$ cat src/rtl/dht11_scheduler.sv
// DHT11 measurement sequencer: merges host read commands and a periodic
// auto-trigger into single sensor transactions, keeps start pulses at least
// MIN_GAP_CYCLES apart, validates the frame checksum, retries failed attempts
// and hands one 16-bit result per transaction to the UART side.
module dht11_scheduler #(
  parameter int unsigned MIN_GAP_CYCLES = 100_000_000,
  parameter int unsigned PERIOD_CYCLES  = 200_000_000,
  parameter int unsigned MEAS_TIMEOUT   = 10_000_000,
  parameter int unsigned MAX_RETRY      = 2
) (
  input  logic        clk,
  input  logic        rst_n,
  input  logic        auto_en,
  input  logic        cmd_valid,
  output logic        cmd_ready,
  output logic        meas_start,
  input  logic        meas_done,
  input  logic        meas_err,
  input  logic [39:0] meas_data,
  output logic        res_valid,
  input  logic        res_ready,
  output logic [15:0] res_data,
  output logic [1:0]  res_status,
  output logic        res_src,
  output logic        busy
);

  localparam int GW = (MIN_GAP_CYCLES < 1) ? 1 : $clog2(MIN_GAP_CYCLES + 1);
  localparam int PW = (PERIOD_CYCLES < 2) ? 1 : $clog2(PERIOD_CYCLES);
  localparam int TW = (MEAS_TIMEOUT < 2) ? 1 : $clog2(MEAS_TIMEOUT);
  localparam int RW = (MAX_RETRY < 1) ? 1 : $clog2(MAX_RETRY + 1);

  localparam logic [GW-1:0] GAP_MAX   = GW'(MIN_GAP_CYCLES);
  localparam logic [PW-1:0] PER_LAST  = PW'(PERIOD_CYCLES - 1);
  localparam logic [TW-1:0] TMO_LAST  = TW'(MEAS_TIMEOUT - 1);
  localparam logic [RW-1:0] RETRY_MAX = RW'(MAX_RETRY);

  localparam logic [1:0] ST_OK   = 2'b00;
  localparam logic [1:0] ST_CSUM = 2'b01;
  localparam logic [1:0] ST_TMO  = 2'b10;

  typedef enum logic [2:0] {
    IDLE, GAP, START, WAIT, CHECK, FAIL, REPORT
  } state_t;

  state_t          state;
  logic            pending_cmd;
  logic            pending_auto;
  logic            cur_src;
  logic [RW-1:0]   retry_cnt;
  logic [GW-1:0]   gap_cnt;
  logic [PW-1:0]   per_cnt;
  logic [TW-1:0]   tmo_cnt;
  logic [39:0]     frame;
  logic            frame_err;
  logic [1:0]      fail_st;

  logic            take_cmd;
  logic            per_wrap;
  logic            clr_pend;
  logic            gap_ok;
  logic [7:0]      csum;

  // Ready is held low through reset so every output reads 0 while rst_n=0.
  assign cmd_ready = rst_n & ~pending_cmd;
  assign take_cmd  = cmd_valid & cmd_ready;
  assign per_wrap  = auto_en && (per_cnt == PER_LAST);
  // Pending requests are consumed only by the first attempt of a transaction;
  // retries belong to the same transaction.
  assign clr_pend  = (state == START) && (retry_cnt == '0);
  assign gap_ok    = (gap_cnt == GAP_MAX);
  assign csum      = frame[39:32] + frame[31:24] + frame[23:16] + frame[15:8];

  // Free-running auto-trigger period counter, held at 0 while disabled.
  always_ff @(posedge clk or negedge rst_n) begin
    if (!rst_n)           per_cnt <= '0;
    else if (!auto_en)    per_cnt <= '0;
    else if (per_wrap)    per_cnt <= '0;
    else                  per_cnt <= per_cnt + PW'(1);
  end

  // One-deep request latches per source; a new request wins over the clear.
  always_ff @(posedge clk or negedge rst_n) begin
    if (!rst_n) begin
      pending_cmd  <= 1'b0;
      pending_auto <= 1'b0;
    end else begin
      pending_cmd  <= take_cmd | (pending_cmd & ~clr_pend);
      pending_auto <= per_wrap | (pending_auto & ~clr_pend);
    end
  end

  // Cycles since the last start pulse, saturating once the gap is satisfied.
  always_ff @(posedge clk or negedge rst_n) begin
    if (!rst_n)          gap_cnt <= '0;
    else if (meas_start) gap_cnt <= '0;
    else if (!gap_ok)    gap_cnt <= gap_cnt + GW'(1);
  end

  // Transaction sequencer with registered start/result/busy outputs.
  always_ff @(posedge clk or negedge rst_n) begin
    if (!rst_n) begin
      state      <= IDLE;
      meas_start <= 1'b0;
      busy       <= 1'b0;
      res_valid  <= 1'b0;
      res_data   <= '0;
      res_status <= '0;
      res_src    <= 1'b0;
      cur_src    <= 1'b0;
      retry_cnt  <= '0;
      tmo_cnt    <= '0;
      frame      <= '0;
      frame_err  <= 1'b0;
      fail_st    <= '0;
    end else begin
      case (state)
        IDLE: begin
          if (pending_cmd | pending_auto) begin
            busy <= 1'b1;
            if (gap_ok) begin
              state      <= START;
              meas_start <= 1'b1;
            end else begin
              state <= GAP;
            end
          end
        end
        GAP: begin
          if (gap_ok) begin
            state      <= START;
            meas_start <= 1'b1;
          end
        end
        START: begin
          meas_start <= 1'b0;
          tmo_cnt    <= '0;
          state      <= WAIT;
          if (retry_cnt == '0) cur_src <= pending_cmd;
        end
        WAIT: begin
          // A done arriving on the timeout cycle still counts as a response.
          if (meas_done) begin
            frame     <= meas_data;
            frame_err <= meas_err;
            state     <= CHECK;
          end else if (tmo_cnt == TMO_LAST) begin
            fail_st <= ST_TMO;
            state   <= FAIL;
          end else begin
            tmo_cnt <= tmo_cnt + TW'(1);
          end
        end
        CHECK: begin
          if (frame_err) begin
            fail_st <= ST_TMO;
            state   <= FAIL;
          end else if (csum != frame[7:0]) begin
            fail_st <= ST_CSUM;
            state   <= FAIL;
          end else begin
            res_data   <= {frame[23:16], frame[39:32]};
            res_status <= ST_OK;
            res_src    <= cur_src;
            state      <= REPORT;
          end
        end
        FAIL: begin
          if (retry_cnt < RETRY_MAX) begin
            retry_cnt <= retry_cnt + RW'(1);
            state     <= GAP;
          end else begin
            res_data   <= '0;
            res_status <= fail_st;
            res_src    <= cur_src;
            state      <= REPORT;
          end
        end
        REPORT: begin
          // Payload is loaded on entry; valid follows one cycle later so the
          // handshake only ever sees a fully registered result.
          if (!res_valid) begin
            res_valid <= 1'b1;
          end else if (res_ready) begin
            res_valid <= 1'b0;
            retry_cnt <= '0;
            busy      <= 1'b0;
            state     <= IDLE;
          end
        end
        default: state <= IDLE;
      endcase
    end
  end

endmodule

$ cat config.mk
export PLATFORM = sky130hd
export DESIGN_NAME = dht11_scheduler
export DESIGN_NICKNAME = d
export VERILOG_FILES = /design/src/rtl/dht11_scheduler.sv
export SDC_FILE = /design/constraint.sdc
export NUM_CORES = 1
export LEC_CHECK = 0
export ABC_AREA = 0
export CAP_MARGIN = 10
export CELL_PAD_IN_SITES_DETAIL_PLACEMENT = 1
export CELL_PAD_IN_SITES_GLOBAL_PLACEMENT = 1
export CORE_MARGIN = 2
export CORE_UTILIZATION = 49
export DETAILED_ROUTE_END_ITERATION = 6
export GPL_TIMING_DRIVEN = 0
export HOLD_SLACK_MARGIN = 0.05
export MAX_ROUTING_LAYER = met4
export PLACE_DENSITY_LB_ADDON = 0.2
export SLEW_MARGIN = 10
export SYNTH_ARGS = -nofsm -noshare
export SYNTH_HDL_FRONTEND = slang
export SYNTH_SLANG_ARGS = --single-unit
$ cat constraint.sdc
create_clock -name clk -period 8.44 [get_ports clk]
set_input_delay 1.266 -clock clk [delete_from_list [all_inputs] [get_ports clk]]
set_output_delay 1.266 -clock clk [all_outputs]
set_load 0.01 [all_outputs]
# Word level (Yosys, flattened, before mapping)
# Cells that the tools add are included.
[totals]
latch_bits = 0
ff_bits = 152
rom_bits = 0
memories = 0
inputBits = 47
ram_bits = 0
out_inout_bits = 23
[classes]
n_mul = 0
addsub = 7
mux = 48
n_bitwise = 9
reduce_logical = 19
shifts = 0
magnitude_cmp = 1
div_mod_pow = 0
n_eq_ne = 24
[ops]
columns = ["op", "n"]
rows = [
  ["28-bit 2-to-1 mux", 2],
  ["27-bit 2-to-1 mux", 2],
  ["16-bit 2-to-1 mux", 3],
  ["24-bit 2-to-1 mux", 2],
  ["24-bit one-hot mux with 2 select lines", 1],
  ["16-bit one-hot mux with 2 select lines", 1],
  ["28-bit by 1-bit adder with 28-bit output, second input constant", 1],
  ["28-bit == test, second input constant", 1],
  ["27-bit by 1-bit adder with 27-bit output, second input constant", 1],
  ["27-bit == test, second input constant", 1],
  ["2-bit 2-to-1 mux", 13],
  ["24-bit by 1-bit adder with 24-bit output, second input constant", 1],
  ["8-bit adder", 3],
  ["24-bit == test, second input constant", 1],
  ["2-bit inequality test, second input constant", 12],
  ["3-bit 2-to-1 mux", 7],
  ["3-bit one-hot mux with 7 select lines", 1],
  ["4-bit AND reduction", 4],
  ["2-bit one-hot mux with 2 select lines", 3],
  ["1-bit 2-to-1 mux", 10],
  ["2-bit nonzero test", 5],
  ["3-bit == test, second input constant", 3],
  ["8-bit inequality test", 1],
  ["3-bit by 2-bit == test with 1-bit output, second input constant", 2],
  ["16 further kinds", 27],
]

# Logic depth before layout (Yosys ltp)
[logic_depth]
depth_word = 7
mapped_depth = 14
ltp_nobuf = 12

# Worst setup path after synthesis
# OpenSTA, ideal clock, no wires.
[synth_timing]
path_type = "reg-to-reg"
start = "register frame[9]"
end = "register res_data[10]"
period_less_slack_ps = 3458
setup_ps = 124
arrival_ps = 3334
path_buffers = 2
path_stages_with_launch = 15
path_slack_ps = 4982
t_required_ps = 8316
path_cell_list = "dfrtp_1 fa_1 inv_1 fa_1 inv_1 ha_1 fa_1 xor2_1 nor4_1 nand2_1 nor3_2 nand4_1 buf_4 buf_6 mux2i_1"
[synth_between]
elab_chain_len = 4
[synth_lines]
columns = ["item", "line_no", "rtl"]
rows = [
  ["start, declared", "54", "logic [39:0] frame;"],
  ["start signal, assigned", "144", "frame <= meas_data;"],
  ["8-bit adder", "72", "assign csum = frame[39:32] + frame[31:24] + frame[23:16] + frame[15:8];"],
  ["8-bit inequality test", "158", "end else if (csum != frame[7:0]) begin"],
  ["2-bit inequality test (no source line)", "-", ""],
  ["4-bit AND reduction (no source line)", "-", ""],
  ["end signal, assigned", "162", "res_data <= {frame[23:16], frame[39:32]};"],
  ["end, declared", "22", "output logic [15:0] res_data,"],
]
# No other way between the ends.
# A chain may end at the register's enable or synchronous reset.

# Final worst setup path
[layout_timing]
start = "input port rst_n"
end = "output port cmd_ready"
[layout_between]
elab_chain_len = 1
[layout_lines]
columns = ["item", "line_no", "rtl"]
rows = [
  ["start, declared", "12", "input logic rst_n,"],
  ["1-bit AND", "65", "assign cmd_ready = rst_n & ~pending_cmd;"],
  ["end, declared", "15", "output logic cmd_ready,"],
]
# No other way between the ends.

==> flow_summary_export.csv <==
group,metric,value,unit
timing,clock_skew,16.9,ps
global_routing,grt_pass1_wl,33700,um
placed_design,dp_hpwl,14200,um
power,p_leak,4.14,nW
finish,drive_above_1_share,11.3,%
clock_tree,post-cts-setup-buffers,0,
synth,synth_cell_type_count,55,
global_routing,track_usage,27.4,%
timing,post-route-period-util,49.8,%
synth,ys_ff_latch,152,
floorplanning,die_width,129,um
timing,final.min_clock_period,4200,ps
critical_path,endpoint_kind,"output pin",
floorplanning,core_area,15300,um2
placed_design,io_buffers,69,
critical_path,path_max_fanout,81,
clock_tree,cts_resized,0,
clock_tree,cts_sinks,152,
timing,maxSlewHeadroom,38.1,%
clock_tree,cts_buffer_depth,2,
drt,wl_per_cell,19.7,um
finish,layout_common_cells,"dfrtp_1 (152), nor2_1 (95), clkdlybuf4s50_1 (68)",
timing,worst_pin_slew,919,ps
critical_path,max_stage_delay,550,ps
floorplanning,die-area,16700,um2
synth,async_flop_share,100,%
clock_tree,clockRootBuffer,"clkbuf_16",
floorplanning,start_util,50.2,%
synth,ys.flop_type,"dfrtp_1",
drt,drt_pre_antenna_iters,4,
synth,avgSynthCellArea,10.6,um2
timing,tns,0,ps
synth,synth_edf_count,0,
synth,synth_area,7660,um2
critical_path,cp-start-kind,"input port",
synth,netlist_instances,723,
min_path,hold_path.class,"reg -> reg",
finish,area_growth,20.6,%
global_routing,grt_pass1_vias,6508,
timing,slew_viol_final,0,
floorplanning,rows,45,
drt,drc,0,
synth,ys_seq_area_share,49.6,%
clock_tree,clk_latency,440,ps
critical_path,cp_slowest_cell,"clkdlybuf4s50_1",
critical_path,path_cells,"buf_8 > buf_16 > nor2b_1 > clkdlybuf4s50_1",
clock_tree,cts_tree,"done",
global_routing,overflow,0,
drt,via_per_inst,5.56,
timing,fmax,238,MHz
drt,detail-route-antenna-nets,0,
drt,drtIter0Drc,255,
clock_tree,numCtsBuffers,17,
floorplanning,die_y,129,um
synth,syn_nets,796,
clock_tree,cts-hold-fix-buffers,0,
power,peakVddDrop,0.000244,V
timing,whs,507,ps
finish,mostFrequentLayoutCell,"dfrtp_1",
drt,vias,5759,
clock_tree,clk_pin_slew,70,ps
finish,n_antenna_cell,0,
run,cap_violations,0,
critical_path,cp.required,7170,ps
finish,fin_nets,885,
clock_tree,cts_htree_levels,4,
outcome,status,"finished clean",
timing,finalHoldViolCount,0,
placed_design,place_congestion,0.834,
critical_path,arrival,2930,ps
drt,wl,20400,um
synth,ys_warn_count,0,
power,power_density,378,nW/um2
critical_path,path_class,"in -> out",
global_routing,antenna_found_initial,0,
timing,setup_viol,0,
timing,grt_setup_unrepaired,"false",
global_routing,grt_max_degree,82,
floorplanning,io-pin-count,70,
## per-layer routing
metal / global-route usage, % / vias to the layer above / part of all wire [%]
met5: - / - / 0
met4: 9.21 / 0 / 2.3
met3: 6.52 / 41 / 3.2
met2: 47.6 / 115 / 53
met1: 31.1 / 2953 / 41
li1: - / 2650 / -
## where the power goes
part | internal [mW] | leakage (nW) | total [mW] | switching (mW)
Sequential | 0.877 | 1.99 | 1.01 | 0.138
Clock | 0.454 | 0.292 | 0.782 | 0.328
Combinational | 0.769 | 1.85 | 1.69 | 0.924
Total | 2.10 | 4.14 | 3.49 | 1.39
## path summary, 6_finish.rpt
kind                                       from  depth (start not counted)                  endpoint  slack (ps)
hold / removal              cur_src$_DFFE_PN0P_                          1       res_src$_DFFE_PN0P_         510
min in group asynchronous                 rst_n                          1   tmo_cnt[12]$_DFFE_PN0P_         790
max in group asynchronous                 rst_n                          2     per_cnt[19]$_DFF_PN0_        6860
setup reg to reg           frame[9]$_DFFE_PN0P_                         14  res_data[13]$_DFFE_PN0P_        4530
hold reg to reg             cur_src$_DFFE_PN0P_                          1       res_src$_DFFE_PN0P_         510
setup / recovery                          rst_n                          4                 cmd_ready        4240
## worst max-delay path, delay by kind of cell
| family | cells | cell delay, ps |
|---|---|---|
| buf+inv | 3 | 1350 |
| simple gates | 1 | 230 |
## flip-flops by register name (all words and copies together), names as in the netlist
name,count
meas_start,1
gap_cnt,27
fail_st,2
busy,1
tmo_cnt,24
res_status,2
frame,40
state,3
pending_auto,1
per_cnt,28
res_src,1
res_valid,1
pending_cmd,1
cur_src,1
frame_err,1
retry_cnt,2
res_data,16
## kinds of logic after synthesis
logic type	count (synthesis)	share of synthesized area (%)
flops	152	49.6
compound gates	55	4.75
buf+inv	57	2.97
fa+ha+maj	26	5.62
simple gates	285	18.3
xor+xnor	84	9.60
mux	64	9.08
## stage by stage
stage               area [um2]  power (mW)  util [%]  setup WS, ps  cells
CTS                       9240        3.52      60.6          4170   1036
global route              9240        3.74      60.6          4060   1036
detailed placement        8650        2.66      56.7          4170   1004
floorplan                 7660        2.21         -          4980    723
finish                    9240        3.49      60.6          4240   1036
global placement          8620        2.54      56.5          -615   1003
## cells in the mapped netlist (15+ instances only)
master / n / area, um2
mux2i_1: 20 / 200
nand3_1: 37 / 185
a21oi_1: 17 / 85.1
nor2_1: 95 / 357
nand4_1: 15 / 93.8
and3_1: 20 / 125
xnor2_1: 46 / 403
dfrtp_1: 152 / 3800
mux2_2: 44 / 495
inv_1: 39 / 146
nor3_1: 16 / 80.1
nand2_1: 55 / 206
xor2_1: 38 / 333
## cell type report
cell class | count | area (um2)
tap | 211 | 264
multi-input combinational | 514 | 3630
buffer | 18 | 81.3
sequential | 152 | 3800
clock inverter | 13 | 141
clock buffer | 19 | 453
timing repair buffer | 70 | 723
fill | 1648 | 6020
inverter | 39 | 146
(Power assumes the default switching activity.)
